### config.mk
export PLATFORM = sky130hd
export DESIGN_NAME = accumulator_stage
export DESIGN_NICKNAME = d
export VERILOG_FILES = /design/src/rtl/acc_pkg.sv /design/src/rtl/acc_alu.sv /design/src/rtl/accumulator_stage.sv
export SDC_FILE = /design/constraint.sdc
export NUM_CORES = 1
export LEC_CHECK = 0
export CAP_MARGIN = 0
export CORE_MARGIN = 5
export CORE_UTILIZATION = 55
export DETAILED_ROUTE_END_ITERATION = 8
export GPL_TIMING_DRIVEN = 0
export PLACE_DENSITY = 0.94
export SLEW_MARGIN = 20
export SYNTH_ARGS = -nofsm -noshare
export SYNTH_HDL_FRONTEND = slang
export SYNTH_SLANG_ARGS = --single-unit
### constraint.sdc
create_clock -name clk -period 2.9 [get_ports clk]
set_clock_uncertainty 0.2 [all_clocks]
set_input_delay 0.435 -clock clk [delete_from_list [all_inputs] [get_ports clk]]
set_output_delay 0.435 -clock clk [all_outputs]
set_load 0.01 [all_outputs]
### src/rtl/acc_pkg.sv
// Shared types and default widths for the accumulator stage and its ALU.
package acc_pkg;

  localparam int ACC_DATA_W  = 16;
  localparam int ACC_INDEX_W = 5;

  typedef enum logic [1:0] {
    OP_ADD   = 2'b00,
    OP_SUB   = 2'b01,
    OP_LOAD  = 2'b10,
    OP_CLEAR = 2'b11
  } op_e;

  typedef enum logic [1:0] {
    ST_IDLE   = 2'b00,
    ST_ACCUM  = 2'b01,
    ST_COMMIT = 2'b10,
    ST_FULL   = 2'b11
  } state_e;

endpackage

### src/rtl/acc_alu.sv
// Combinational add/sub/load/clear with signed-overflow detection.
// ACC_SATURATE_EN defined: overflowing ADD/SUB clamps to the signed limits;
// otherwise the result wraps around in two's complement.
module acc_alu
  import acc_pkg::*;
#(
  parameter int DATA_W = ACC_DATA_W
) (
  input  op_e                       op_code,
  input  logic signed [DATA_W-1:0]  acc,
  input  logic signed [DATA_W-1:0]  operand,
  output logic signed [DATA_W-1:0]  result,
  output logic                      ovf
);

`ifdef ACC_SATURATE_EN
  localparam bit SAT_EN = 1'b1;
`else
  localparam bit SAT_EN = 1'b0;
`endif

  localparam logic signed [DATA_W-1:0] MAX_VAL = {1'b0, {(DATA_W-1){1'b1}}};
  localparam logic signed [DATA_W-1:0] MIN_VAL = {1'b1, {(DATA_W-1){1'b0}}};

  // Overflow can only go past the limit on the side of the original accumulator sign.
  function automatic logic signed [DATA_W-1:0] saturate(
    input logic signed [DATA_W-1:0] wrapped,
    input logic                     neg,
    input bit                       en
  );
    if (!en)
      return wrapped;
    return neg ? MIN_VAL : MAX_VAL;
  endfunction

  logic signed [DATA_W-1:0] sum;
  logic signed [DATA_W-1:0] diff;

  // Select the op result and flag signed overflow for ADD/SUB.
  always_comb begin
    sum    = acc + operand;
    diff   = acc - operand;
    result = acc;
    ovf    = 1'b0;
    case (op_code)
      OP_ADD: begin
        result = sum;
        ovf    = (acc[DATA_W-1] == operand[DATA_W-1]) && (sum[DATA_W-1] != acc[DATA_W-1]);
      end
      OP_SUB: begin
        result = diff;
        ovf    = (acc[DATA_W-1] != operand[DATA_W-1]) && (diff[DATA_W-1] != acc[DATA_W-1]);
      end
      OP_LOAD:  result = operand;
      OP_CLEAR: result = '0;
      default:  result = acc;
    endcase
    if (ovf)
      result = saturate(result, acc[DATA_W-1], SAT_EN);
  end

endmodule

### src/rtl/accumulator_stage.sv
// Accumulates a handshaked op stream and feeds the 32-slot output register:
// a commit produces one write_enable pulse at the current slot, then the
// slot pointer advances (no wrap; the last slot sets full).
// Optional feature macro: ACC_SATURATE_EN (saturating ADD/SUB, see acc_alu).
module accumulator_stage
  import acc_pkg::*;
#(
  parameter int DATA_W  = ACC_DATA_W,
  parameter int INDEX_W = ACC_INDEX_W,
  parameter int DEPTH   = 32
) (
  input  logic                      clk,
  input  logic                      rst,
  input  logic                      op_valid,
  output logic                      op_ready,
  input  logic [1:0]                op_code,
  input  logic signed [DATA_W-1:0]  operand,
  input  logic                      commit_valid,
  output logic                      commit_ready,
  input  logic                      index_clear,
  output logic signed [DATA_W-1:0]  acc_value,
  output logic [INDEX_W-1:0]        output_index,
  output logic                      write_enable,
  output logic                      full,
  output logic                      overflow
);

  localparam logic [INDEX_W-1:0] LAST_IDX = INDEX_W'(DEPTH - 1);

  state_e                   state;
  state_e                   state_n;
  logic signed [DATA_W-1:0] acc;
  logic [INDEX_W-1:0]       idx;
  logic                     full_r;
  logic                     ovf_r;
  logic signed [DATA_W-1:0] alu_result;
  logic                     alu_ovf;
  logic                     op_fire;
  logic                     commit_fire;
  op_e                      op;

  assign op           = op_e'(op_code);
  assign op_ready     = (state != ST_COMMIT);
  // Ops win over commits, and index_clear wins over a same-cycle commit.
  assign commit_ready = ((state == ST_IDLE) || (state == ST_ACCUM)) && !op_valid && !index_clear;
  assign op_fire      = op_valid && op_ready;
  assign commit_fire  = commit_valid && commit_ready;

  assign acc_value    = acc;
  assign output_index = idx;
  assign write_enable = (state == ST_COMMIT);
  assign full         = full_r;
  assign overflow     = ovf_r;

  acc_alu #(.DATA_W(DATA_W)) u_alu (
    .op_code (op),
    .acc     (acc),
    .operand (operand),
    .result  (alu_result),
    .ovf     (alu_ovf)
  );

  // Next-state logic for the commit/full sequencing.
  always_comb begin
    state_n = state;
    case (state)
      ST_IDLE: begin
        if (commit_fire)  state_n = ST_COMMIT;
        else if (op_fire) state_n = ST_ACCUM;
      end
      ST_ACCUM: begin
        if (commit_fire) state_n = ST_COMMIT;
      end
      ST_COMMIT: begin
        if (index_clear)        state_n = ST_ACCUM;
        else if (idx == LAST_IDX) state_n = ST_FULL;
        else                    state_n = ST_ACCUM;
      end
      ST_FULL: begin
        if (index_clear) state_n = ST_ACCUM;
      end
      default: state_n = ST_IDLE;
    endcase
  end

  // State, slot pointer and full flag; the pointer moves only after the write cycle.
  always_ff @(posedge clk) begin
    if (rst) begin
      state  <= ST_IDLE;
      idx    <= '0;
      full_r <= 1'b0;
    end else begin
      state <= state_n;
      if (index_clear) begin
        idx    <= '0;
        full_r <= 1'b0;
      end else if (state == ST_COMMIT) begin
        if (idx == LAST_IDX) full_r <= 1'b1;
        else                 idx    <= idx + 1'b1;
      end
    end
  end

  // Accumulator and sticky overflow, updated on every accepted op.
  always_ff @(posedge clk) begin
    if (rst) begin
      acc   <= '0;
      ovf_r <= 1'b0;
    end else if (op_fire) begin
      acc <= alu_result;
      if (op == OP_CLEAR)  ovf_r <= 1'b0;
      else if (alu_ovf)    ovf_r <= 1'b1;
    end
  end

endmodule

==> impl_metrics.csv, run 1 <==
group,metric,value,unit
power,leakagePower,1.57,nW
timing,hold_viol_final,0,
cells_and_area,nNetsFinal,517,
worst_setup_path,crit_buf_inv,3,
yosys,syn-instance-count,401,
cells_and_area,fin_util,0.705,
cells_and_area,syn2layout_area_growth,26.9,%
timing,timing.fmax,0.344,GHz
timing,final_max_slew_viol_count,0,
outcome,violations,"setup timing",
yosys,synthXorXnorAreaFrac,0.0232,
worst_hold_path,hold_path_depth,2,
placed_design,portBuffers,47,
job,max_cap_violations,0,
yosys,synthTopCellsByCount,"51 x nor2_1, 35 x inv_1, 32 x ha_1, 25 x a21oi_1, 25 x dfxtp_1",
yosys,synth.top_cell.area_share,0.166,
yosys,synthSimpleGateAreaFrac,0.222,
yosys,netlist_area,0.00302,mm^2
worst_setup_path,worstPathCellList,"clkdlybuf4s50_1 > inv_1 > ha_1 > buf_6 > a21oi_1 > o21ai_1 > a221oi_2 > o21ai_1 > a311o_1 > a31o_1",
worst_setup_path,cp_data_arrival_time,2.90,ns
worst_setup_path,end_kind,"flop",
timing,relSlewSlack,0.561,
timing,worst_slack,-0.00511,ns
yosys,synth.mux.area_fraction,0.0199,
yosys,ys_ff_latch,25,
timing,worst_slew_pin_slew,0.659,ns
yosys,synth_top_family_by_area,"compound AO/OA/AOI/OAI gates",
timing,rsz0062_at_grt,"yes",
clocking,h-tree-depth,1,
grt,grt_max_degree,16,
worst_setup_path,max_stage_delay,0.53,ns
power,power.density,357,mW/mm^2
worst_hold_path,min_from,"full",
yosys,syn-num-nets,458,
timing,setup_viol,1,
floorplan,core_area,0.00544,mm^2
drt,vias,3516,
floorplan,dieArea,0.00708,mm^2
drt,drcViolationCount,0,
worst_setup_path,reg2reg_from,"acc_value[10]",
yosys,yosys.area.top_type,"dfxtp_1",
drt,first_iter_violations,546,
drt,finalWirelength,9.71,mm
cells_and_area,drive_gt1_frac,0.133,
yosys,syn_area_per_cell,7.54,um^2
yosys,synth_ff_type,"dfxtp_1",
floorplan,initial_core_util,0.556,
floorplan,row_count,27,
worst_setup_path,worst_setup_path_start_kind,"input pin",
clocking,clk_latency,0.29,ns
drt,detail_route.vias_per_cell,6.62,
yosys,ys_types,75,
worst_setup_path,critical_path_required,2.89,ns
grt,grt_first_pass_wirelength,15.2,mm
floorplan,die_h,84.1,um
yosys,synth_area_leaders,"dfxtp_1 17%, ha_1 13%, nor2_1 6.3%",
worst_setup_path,path_delay_family,"compound AO/OA/AOI/OAI gates",
yosys,synth-compound-area-share,0.326,
clocking,cts_root_buf,"clkbuf_8",
drt,wire_per_inst,18.3,um
clocking,numCtsBuffers,3,
worst_setup_path,ff2ff_path_depth,7,
placed_design,hpwlAfterDp,6.74,mm
cells_and_area,n_antenna_cell,0,
placed_design,place_congestion,0.976,
worst_setup_path,path_class,"in -> reg",
grt,grt_antenna_before_repair,0,
clocking,hold_buffers,0,
yosys,synthArstFlopShare,0,
yosys,synth-seq-area-share,0.166,
grt,grt_pass1_vias,3203,
grt,grt.total_usage,0.256,
power,irDropWorstVdd,0.261,mV
clocking,cts_tree,"yes",
worst_setup_path,critPathMaxFanout,10,
timing,finalCritPeriodShare,1.00,
worst_setup_path,startpoint,"operand[8]",
clocking,cts_max_path_buffers,2,
grt,overflow,0,
yosys,ys_warn_count,0,
worst_setup_path,slowest_stage,"clkdlybuf4s50_1",
yosys,synth_fa_ha_area_frac,0.146,
drt,dr.pass1.iters,6,
worst_setup_path,rrSetupSlack,0.26,ns
worst_hold_path,hold_path_end,"full",
worst_setup_path,crit_top_cell,"o21ai_1",
worst_hold_path,min_path_type,"reg -> reg",
placed_design,dp_slack,-0.490,ns
yosys,synth_edf_count,0,
floorplan,ioPinCount,49,
timing,period_minus_slack,2.91,ns
worst_setup_path,r2r-end,"acc_value[15]",
yosys,yosysMostFrequentCell,"nor2_1",
outcome,status,"finished with violations",
drt,antenna_left,0,
clocking,clock_sinks,25,
floorplan,die_x,84.1,um
clocking,clk_pin_slew_worst_paths,0.11,ns
-- how the worst max path moves through the flow --
| stage | endpoint | depth (start not counted) | slack [ns] |
|---|---|---|---|
| after floorplan | acc_value[15] | 8 | 0.35 |
| after global placement | overflow | 9 | -0.43 |
| after detailed placement | overflow | 9 | -0.49 |
| after CTS | overflow | 9 | -0.04 |
| after global routing | overflow | 10 | -0.12 |
| final | overflow | 10 | -0.005 |
-- final cells by class --
cell class              count  area (um^2)
plain buffers              17          148
clock buffers               3         41.3
clock inverters             1         7.51
fillers                   432         1610
inverters                  38          145
multi-input cells         320         2360
flip-flops and latches     25          500
well taps                  72         90.1
repair buffers             55          537
-- placed cells by master (no fill, tap or decap), types with 5 or more instances in the layout --
| cell type | n |
|---|---|
| nor2b_1 | 8 |
| o21ai_1 | 6 |
| nor3_1 | 8 |
| nand2b_1 | 9 |
| inv_1 | 35 |
| xnor2_1 | 5 |
| ha_1 | 26 |
| clkdlybuf4s50_1 | 43 |
| nor2_1 | 49 |
| dfxtp_1 | 25 |
| a21oi_1 | 24 |
| buf_4 | 9 |
| mux2i_1 | 6 |
| clkbuf_1 | 7 |
| o211ai_1 | 7 |
| clkbuf_8 | 5 |
| nand2_1 | 18 |
| a211oi_1 | 17 |
| o21ai_0 | 20 |
| nand3_1 | 11 |
-- metal layers --
metal	global-route usage	routed length (um)
met1	0.338	3790
met5	0	0
met3	0.0336	1000
met2	0.423	4400
met4	0.0936	521
-- cell families after synthesis --
kind of cell	count (synthesis)
muxes	6
adders and majority gates	34
DFF	25
and+or+nand+nor	135
xor gates and xnor gates	8
buffers and inverters	56
AOI/OAI and AO/OA	137
-- state kept, by name, summed over array words and instances, names as in the netlist --
register / count
overflow: 1
state: 2
output_index: 5
acc_value: 16
full: 1
-- metrics by stage --
step	setup TNS, ns	std cells	power (mW)	hold slack [ns]	area (um^2)
2_1_floorplan	0	401	0.846	0.245	3020
3_3_place_gp	-2.32	520	1.02	0.257	3580
3_5_place_dp	-3.01	520	1.04	0.266	3580
4_1_cts	-0.0431	526	1.29	0.301	3710
5_1_grt	-0.247	531	1.44	0.330	3830
6_report	-0.00511	531	1.37	0.305	3830
-- worst register-to-register path, stage by stage (launching register included) --
cell and delay, ns:
dfxtp_1 0.43, ha_1 0.36, nor3b_1 0.12, or4_4 0.51
a31oi_4 0.21, o31ai_1 0.10, o311a_1 0.36, a311oi_2 0.28
-- power by group --
| group | internal, mW | switching (mW) | leakage (nW) | total, mW |
|---|---|---|---|---|
| logic | 0.325 | 0.413 | 1.34 | 0.739 |
| registers | 0.367 | 0.0274 | 0.206 | 0.395 |
| clock network | 0.0981 | 0.138 | 0.0217 | 0.236 |
| total | 0.791 | 0.579 | 1.57 | 1.37 |
-- repair_timing --
action                                 4_1_cts  5_1_grt
setup endpoints to repair                    6       10
endpoints found under the hold margin        0        0
resized for setup                           12       25
pin swaps                                    2        9
buffers inserted                             2        6
No activity file was read; power rests on OpenSTA's default activity.
==> inputs of run 2 (changes only) <==
--- a/config.mk
+++ b/config.mk
@@ -8,6 +8,7 @@
 export CAP_MARGIN = 0
 export CORE_MARGIN = 5
 export CORE_UTILIZATION = 55
+export CTS_BUF_LIST = sky130_fd_sc_hd__clkbuf_8
 export DETAILED_ROUTE_END_ITERATION = 8
 export GPL_TIMING_DRIVEN = 0
 export PLACE_DENSITY = 0.94
==> results of run 2 <==
No change in the layout: final DEF, timing and power equal those of run 1.
